==> config.mk <==
export PLATFORM = sky130hd
export DESIGN_NAME = rv32i_multicycle_cpu
export DESIGN_NICKNAME = d
export VERILOG_FILES = /design/src/rtl/rv32i_multicycle_cpu.sv
export SDC_FILE = /design/constraint.sdc
export NUM_CORES = 2
export LEC_CHECK = 0
export ABC_AREA = 0
export BUFFER_PORTS_ARGS = -buffer_cell sky130_fd_sc_hd__buf_2
export CORE_MARGIN = 5
export CORE_UTILIZATION = 46
export DETAILED_ROUTE_END_ITERATION = 6
export GPL_ROUTABILITY_DRIVEN = 1
export PLACE_DENSITY_LB_ADDON = 0.12
export SYNTH_ARGS = -nofsm -noshare
export SYNTH_HDL_FRONTEND = slang
export SYNTH_SLANG_ARGS = --single-unit
==> constraint.sdc <==
create_clock -name clk -period 21.4 [get_ports clk]
set_input_delay 2.14 -clock clk [delete_from_list [all_inputs] [get_ports clk]]
set_output_delay 2.14 -clock clk [all_outputs]
set_load 0.01 [all_outputs]
==> src/rtl/rv32i_multicycle_cpu.sv <==
// Multicycle RV32I core: FETCH/DECODE/EXECUTE(/MEM/LOADWB) over one shared
// synchronous memory port with byte-masked writes. FENCE/ECALL/EBREAK act as NOPs.
module rv32i_multicycle_cpu #(
  parameter logic [31:0] RESET_VECTOR = 32'h0000_0000
) (
  input  logic        clk,
  input  logic        reset,
  input  logic [31:0] memReadData,
  output logic [31:0] memAddress,
  output logic [31:0] memWriteData,
  output logic [3:0]  byteMask,
  output logic        memWrite
);
  localparam logic [6:0] OP_LUI    = 7'b0110111;
  localparam logic [6:0] OP_AUIPC  = 7'b0010111;
  localparam logic [6:0] OP_JAL    = 7'b1101111;
  localparam logic [6:0] OP_JALR   = 7'b1100111;
  localparam logic [6:0] OP_BRANCH = 7'b1100011;
  localparam logic [6:0] OP_LOAD   = 7'b0000011;
  localparam logic [6:0] OP_STORE  = 7'b0100011;
  localparam logic [6:0] OP_IMM    = 7'b0010011;
  localparam logic [6:0] OP_REG    = 7'b0110011;

  typedef enum logic [2:0] {FETCH, DECODE, EXECUTE, MEM, LOADWB} state_t;

  state_t      r_state;
  logic [31:0] r_pc, r_ir, r_mem_addr, r_mem_wdata;
  logic [31:0] r_regfile [0:31];
  logic [3:0]  r_mask;
  logic        r_mem_write;
  logic [1:0]  r_addr_lo;

  logic [6:0]  w_opcode;
  logic [4:0]  w_rd, w_rs1, w_rs2;
  logic [2:0]  w_f3;
  logic [31:0] w_rs1v, w_rs2v, w_imm_i, w_imm_s, w_imm_b, w_imm_u, w_imm_j;
  logic [31:0] w_alu_b, w_alu_res, w_eff, w_pc4, w_next_pc, w_wb_data, w_st_data, w_ld_data;
  logic [3:0]  w_st_mask;
  logic        w_wb_en, w_taken, w_alt;
  logic [7:0]  w_ld_byte;
  logic [15:0] w_ld_half;

  assign w_opcode = r_ir[6:0];
  assign w_rd     = r_ir[11:7];
  assign w_f3     = r_ir[14:12];
  assign w_rs1    = r_ir[19:15];
  assign w_rs2    = r_ir[24:20];
  assign w_rs1v   = (w_rs1 == 5'd0) ? 32'd0 : r_regfile[w_rs1];
  assign w_rs2v   = (w_rs2 == 5'd0) ? 32'd0 : r_regfile[w_rs2];
  assign w_imm_i  = {{20{r_ir[31]}}, r_ir[31:20]};
  assign w_imm_s  = {{20{r_ir[31]}}, r_ir[31:25], r_ir[11:7]};
  assign w_imm_b  = {{19{r_ir[31]}}, r_ir[31], r_ir[7], r_ir[30:25], r_ir[11:8], 1'b0};
  assign w_imm_u  = {r_ir[31:12], 12'd0};
  assign w_imm_j  = {{11{r_ir[31]}}, r_ir[31], r_ir[19:12], r_ir[20], r_ir[30:21], 1'b0};
  assign w_pc4    = r_pc + 32'd4;
  assign w_eff    = w_rs1v + ((w_opcode == OP_STORE) ? w_imm_s : w_imm_i);

  // bit 30 selects SUB only for register ops, but selects SRA/SRAI for both forms
  assign w_alu_b  = (w_opcode == OP_REG) ? w_rs2v : w_imm_i;
  assign w_alt    = r_ir[30] & ((w_opcode == OP_REG) | (w_f3 == 3'b101));

  always_comb begin
    w_alu_res = 32'd0;
    case (w_f3)
      3'b000: w_alu_res = w_alt ? (w_rs1v - w_alu_b) : (w_rs1v + w_alu_b);
      3'b001: w_alu_res = w_rs1v << w_alu_b[4:0];
      3'b010: w_alu_res = {31'd0, $signed(w_rs1v) < $signed(w_alu_b)};
      3'b011: w_alu_res = {31'd0, w_rs1v < w_alu_b};
      3'b100: w_alu_res = w_rs1v ^ w_alu_b;
      3'b101: begin
        if (w_alt) w_alu_res = $signed(w_rs1v) >>> w_alu_b[4:0];
        else       w_alu_res = w_rs1v >> w_alu_b[4:0];
      end
      3'b110: w_alu_res = w_rs1v | w_alu_b;
      default: w_alu_res = w_rs1v & w_alu_b;
    endcase
  end

  always_comb begin
    w_taken = 1'b0;
    case (w_f3)
      3'b000: w_taken = (w_rs1v == w_rs2v);
      3'b001: w_taken = (w_rs1v != w_rs2v);
      3'b100: w_taken = ($signed(w_rs1v) <  $signed(w_rs2v));
      3'b101: w_taken = ($signed(w_rs1v) >= $signed(w_rs2v));
      3'b110: w_taken = (w_rs1v <  w_rs2v);
      3'b111: w_taken = (w_rs1v >= w_rs2v);
      default: w_taken = 1'b0;
    endcase
  end

  always_comb begin
    w_next_pc = w_pc4;
    w_wb_en   = 1'b0;
    w_wb_data = w_alu_res;
    case (w_opcode)
      OP_LUI:    begin w_wb_en = 1'b1; w_wb_data = w_imm_u; end
      OP_AUIPC:  begin w_wb_en = 1'b1; w_wb_data = r_pc + w_imm_u; end
      OP_JAL:    begin w_wb_en = 1'b1; w_wb_data = w_pc4; w_next_pc = r_pc + w_imm_j; end
      OP_JALR:   begin w_wb_en = 1'b1; w_wb_data = w_pc4; w_next_pc = (w_rs1v + w_imm_i) & ~32'd1; end
      OP_BRANCH: if (w_taken) w_next_pc = r_pc + w_imm_b;
      OP_IMM, OP_REG: w_wb_en = 1'b1;
      default: ;
    endcase
  end

  always_comb begin
    w_st_data = w_rs2v;
    w_st_mask = 4'b1111;
    case (w_f3[1:0])
      2'b00: begin w_st_data = {4{w_rs2v[7:0]}};  w_st_mask = 4'b0001 << w_eff[1:0]; end
      2'b01: begin w_st_data = {2{w_rs2v[15:0]}}; w_st_mask = w_eff[1] ? 4'b1100 : 4'b0011; end
      default: ;
    endcase
  end

  assign w_ld_byte = memReadData[{r_addr_lo, 3'b000} +: 8];
  assign w_ld_half = r_addr_lo[1] ? memReadData[31:16] : memReadData[15:0];

  always_comb begin
    w_ld_data = memReadData;
    case (w_f3)
      3'b000: w_ld_data = {{24{w_ld_byte[7]}}, w_ld_byte};
      3'b001: w_ld_data = {{16{w_ld_half[15]}}, w_ld_half};
      3'b100: w_ld_data = {24'd0, w_ld_byte};
      3'b101: w_ld_data = {16'd0, w_ld_half};
      default: ;
    endcase
  end

  always_ff @(posedge clk or negedge reset) begin
    if (!reset) begin
      r_state     <= FETCH;
      r_pc        <= RESET_VECTOR;
      r_ir        <= 32'd0;
      r_mem_addr  <= RESET_VECTOR;
      r_mem_wdata <= 32'd0;
      r_mask      <= 4'd0;
      r_mem_write <= 1'b0;
      r_addr_lo   <= 2'd0;
      for (int i = 0; i < 32; i++) r_regfile[i] <= 32'd0;
    end else begin
      unique case (r_state)
        FETCH:  r_state <= DECODE;
        DECODE: begin
          r_ir    <= memReadData;
          r_state <= EXECUTE;
        end
        EXECUTE: begin
          if (w_opcode == OP_LOAD || w_opcode == OP_STORE) begin
            r_addr_lo  <= w_eff[1:0];
            r_mem_addr <= {w_eff[31:2], 2'b00};
            if (w_opcode == OP_STORE) begin
              r_mem_write <= 1'b1;
              r_mask      <= w_st_mask;
              r_mem_wdata <= w_st_data;
            end
            r_state <= MEM;
          end else begin
            if (w_wb_en && w_rd != 5'd0) r_regfile[w_rd] <= w_wb_data;
            r_pc       <= w_next_pc;
            r_mem_addr <= w_next_pc;
            r_state    <= FETCH;
          end
        end
        MEM: begin
          r_mem_write <= 1'b0;
          r_mask      <= 4'd0;
          if (w_opcode == OP_STORE) begin
            r_pc       <= w_pc4;
            r_mem_addr <= w_pc4;
            r_state    <= FETCH;
          end else begin
            r_state <= LOADWB;
          end
        end
        LOADWB: begin
          if (w_rd != 5'd0) r_regfile[w_rd] <= w_ld_data;
          r_pc       <= w_pc4;
          r_mem_addr <= w_pc4;
          r_state    <= FETCH;
        end
        default: r_state <= FETCH;
      endcase
    end
  end

  assign memAddress   = r_mem_addr;
  assign memWriteData = r_mem_wdata;
  assign byteMask     = r_mask;
  assign memWrite     = r_mem_write;
endmodule

==> impl_metrics.toml <==
[hold_path]
min_path_type = "reg -> reg"

[die]
die_w_um = 438
die_h_um = 438
dieArea_um2 = 192000
core-area_um2 = 183000
rows = 157
floorplan.initialDensity_pct = 46.1
ioPinCount = 103

[sta]
layout_setup_ws_ps = 11520
finalHoldViolations = 0
max_freq_mhz = 101
fin_crit_sh_pct = 46.2
layout_min_cycle_time_ps = 9880
finalSetupViolCount = 0
tns_ps = 0
skew_ps = 56.9
hold_slack_ps = 397
relSlewSlack_pct = 1.75
tightest_slew_ps = 1470
slew_violations = 0
rsz0062_at_grt = "false"

[synthesis]
synth_mux_area_share_pct = 17.7
synthAdderAreaFrac_pct = 3.42
synth-compound-area-share_pct = 23.3
yosysUniqueCellTypes = 124
synth_edf_count = 0
synth_top_family_by_area = "compound AO/OA/AOI/OAI gates"
syn_inst = 9244
synth-simple-area-share_pct = 13.7
synth_ff_type = "dfrtp_1"
synth-xor-area-share_pct = 1.80
synthArstFlopShare_pct = 100
ys_warn_count = 0
seq_area_frac_synth_pct = 34.5
avgSynthCellArea_um2 = 9.12
synth-seq-cells = 1162
synth_area_um2 = 84300
syn-num-nets = 9504

[cts]
ctsResizeCount = 0
cts_root_buf = "clkbuf_16"
cts_tree = "yes"
cts_buffers = 139
post_cts_buffers = 0
cts_buffer_depth = 3
clk_latency_ps = 830
cts-hold-fix-buffers = 0
cts_sinks = 1162
clk_pin_slew_ps = 60
cts_max_level = 4

[drt]
post_drt_wl_per_cell_um = 38.2
first_iter_violations = 12200
ant_nets = 0
drcViolationCount = 8
drtPass1Iterations = 7
wl_mm = 436
via_per_inst = 7.20
vias = 82200

[finish]
fillers = 17100
multiInputGateArea_um2 = 51100
layout-drive-gt1-share_pct = 16.4
nets = 9183
instances_no_fill = 11400
syn2layout_area_growth_pct = 8.53
seq_area_um2 = 29100

[worst_setup_path]
crit_fanout = 42
ff2ff_setup_slack_ps = 11520
startpoint_type = "flip-flop"
worst_ep_required_time_ps = 22050
critPathTopFamily = "buffers and inverters"
crit_top_cell = "buf_4"
cp.arrival_ps = 10530
endpoint_kind = "flip-flop"
max_stage_delay_ps = 900
path_cells = "buf_4 > buf_4 > buf_4 > mux4_2 > mux4_2 > mux2_2 > o21ai_0 > buf_4 > o21ai_0 > ha_1 > nor4_1 > nand2_1 > a21oi_1 > a2111oi_0 > a31oi_1 > a221oi_1 > o41ai_1 > mux2i_1 > xnor2_1 > nor2_1 > nor3_2 > buf_4 > o31ai_1"
crit_buf_inv = 5
crit_slowest_cell = "dfrtp_4"
critical_path_class = "reg -> reg"

[outcome]
violations = "design-rule violations"
status = "complete, but fails checks"

[global_route]
overflow = 0
grt_usage_pct = 44.3
grt_first_pass_wirelength_mm = 607
grt_max_degree = 151
antenna_found_initial = 29
grt_pass1_vias = 77100

[place]
post-place-ws_ps = 11750
placed_cells = 11200
gp_congestion = 1.07
portBuffers = 102
dp_hpwl_mm = 295

[job]
maxCapViolCount = 0
per-layer routing:
layer | track usage [%] | share of wire [%] | up-vias
li1 | - | - | 33700
met1 | 57.3 | 37 | 41000
met2 | 63.2 | 41 | 6119
met3 | 14.4 | 13 | 1352
met4 | 29.7 | 8.3 | 10
met5 | 0 | 0.016 | -
kinds of logic after synthesis:
kind of cell | after synthesis
DFF | 1162
xor gates and xnor gates | 173
and+or+nand+nor | 2645
muxes | 892
AOI/OAI and AO/OA | 3095
adders and majority gates | 226
buffers and inverters | 1051
cells in the mapped netlist, types with 37 or more instances:
cell type	number	area, um2
o21a_1	92	691
nor3_1	105	526
buf_4	47	353
o211ai_1	88	661
a21o_1	77	578
o21bai_1	39	293
mux4_2	461	10400
clkbuf_1	615	2310
o31ai_1	301	2260
a31oi_1	110	688
nor2_1	910	3420
mux2_2	118	1330
nand4_1	42	263
o21ai_0	762	3810
dfrtp_1	1162	29100
a22oi_1	62	465
nand2_1	1041	3910
xor2_1	63	552
mux2i_1	302	3020
a211oi_1	84	631
inv_1	131	492
or3_1	125	782
buf_2	132	661
a21oi_1	805	4030
ha_1	219	2740
o221ai_1	106	928
nor2b_1	54	338
nand3_1	169	846
xnor2_1	110	963
buf_1	59	221
o22ai_1	88	551
o21ai_1	127	636
buf_6	38	428
o31a_1	37	324
nand2b_1	38	238
a221oi_1	42	368
through the flow:
step / util [%] / cell area (um2)
final: 50.1 / 91500
after global routing: 50.1 / 91400
after CTS: 50.1 / 91400
after detailed placement: 47.6 / 86900
after global placement: 47.6 / 86900
after floorplan: - / 84300
sequential cells by signal (all words and copies together), names as in the netlist:
signal and count:
byteMask 4, r_ir 32, memWrite 1, r_pc 32, r_addr_lo 2, r_regfile 1024, memWriteData 32, memAddress 32
r_state 3
layout make-up:
cell class | instances | area share, %
multi-input cells | 7031 | 55.9
flip-flops and latches | 1162 | 31.8
clock buffers | 212 | 4.50
repair buffers | 443 | 3.46
well taps | 2385 | 3.26
inverters | 146 | 0.602
clock inverters | 31 | 0.416
diodes | 12 | 0.0328
worst reg2reg max path: stages, from the launching register on:
cell and delay (ps):
dfrtp_4 900, buf_4 930, buf_4 890, buf_4 820
mux4_2 660, mux4_2 530, mux2_2 360, o21ai_0 130
buf_4 200, o21ai_0 190, ha_1 560, nor4_1 150
nand2_1 90, a21oi_1 40, a2111oi_0 630, a31oi_1 250
a221oi_1 500, o41ai_1 190, mux2i_1 190, xnor2_1 150
nor2_1 140, nor3_2 550, buf_4 480, o31ai_1 200
worst paths after layout:
check | start | end | cells after the start
setup / recovery | r_ir[20] | r_regfile[605] | 23
hold / removal | r_regfile[1012] | r_regfile[1012] | 0
setup reg to reg | r_ir[20] | r_regfile[605] | 23
hold reg to reg | r_regfile[1012] | r_regfile[1012] | 0
max in group asynchronous | reset | memWriteData[8] | 5
min in group asynchronous | reset | r_pc[1] | 1
cells in the final DEF, fill, tap and decap left out, types with 36 or more instances in the layout:
| cell type | netlist | routed |
|---|---|---|
| mux2_2 | 118 | 118 |
| nand4_1 | 42 | 42 |
| dfrtp_1 | 1162 | 1149 |
| o21ai_0 | 762 | 746 |
| nor2b_1 | 54 | 52 |
| o31a_1 | 37 | 37 |
| o211ai_1 | 88 | 88 |
| o22ai_1 | 88 | 87 |
| o21bai_1 | 39 | 39 |
| o21ai_1 | 127 | 128 |
| o31ai_1 | 301 | 301 |
| clkbuf_16 | 0 | 143 |
| a22oi_1 | 62 | 61 |
| buf_2 | 132 | 101 |
| xor2_1 | 63 | 63 |
| nor2_1 | 910 | 900 |
| inv_1 | 131 | 128 |
| a21o_1 | 77 | 77 |
| nand2_1 | 1041 | 1009 |
| a31oi_1 | 110 | 107 |
| or3_1 | 125 | 124 |
| o21ai_2 | 31 | 44 |
| a221oi_1 | 42 | 36 |
| buf_4 | 47 | 335 |
| clkbuf_1 | 615 | 41 |
| a21oi_1 | 805 | 801 |
| o221ai_1 | 106 | 105 |
| xnor2_1 | 110 | 110 |
| nor3_1 | 105 | 95 |
| nand3_1 | 169 | 168 |
| mux4_2 | 461 | 461 |
| mux2i_1 | 302 | 302 |
| nand2b_1 | 38 | 38 |
| a211oi_1 | 84 | 84 |
| o21a_1 | 92 | 92 |
| ha_1 | 219 | 219 |
Power is left out: the tool's default activity adds up to more than one toggle a clock period on the data nets, which glitch-free logic cannot reach.
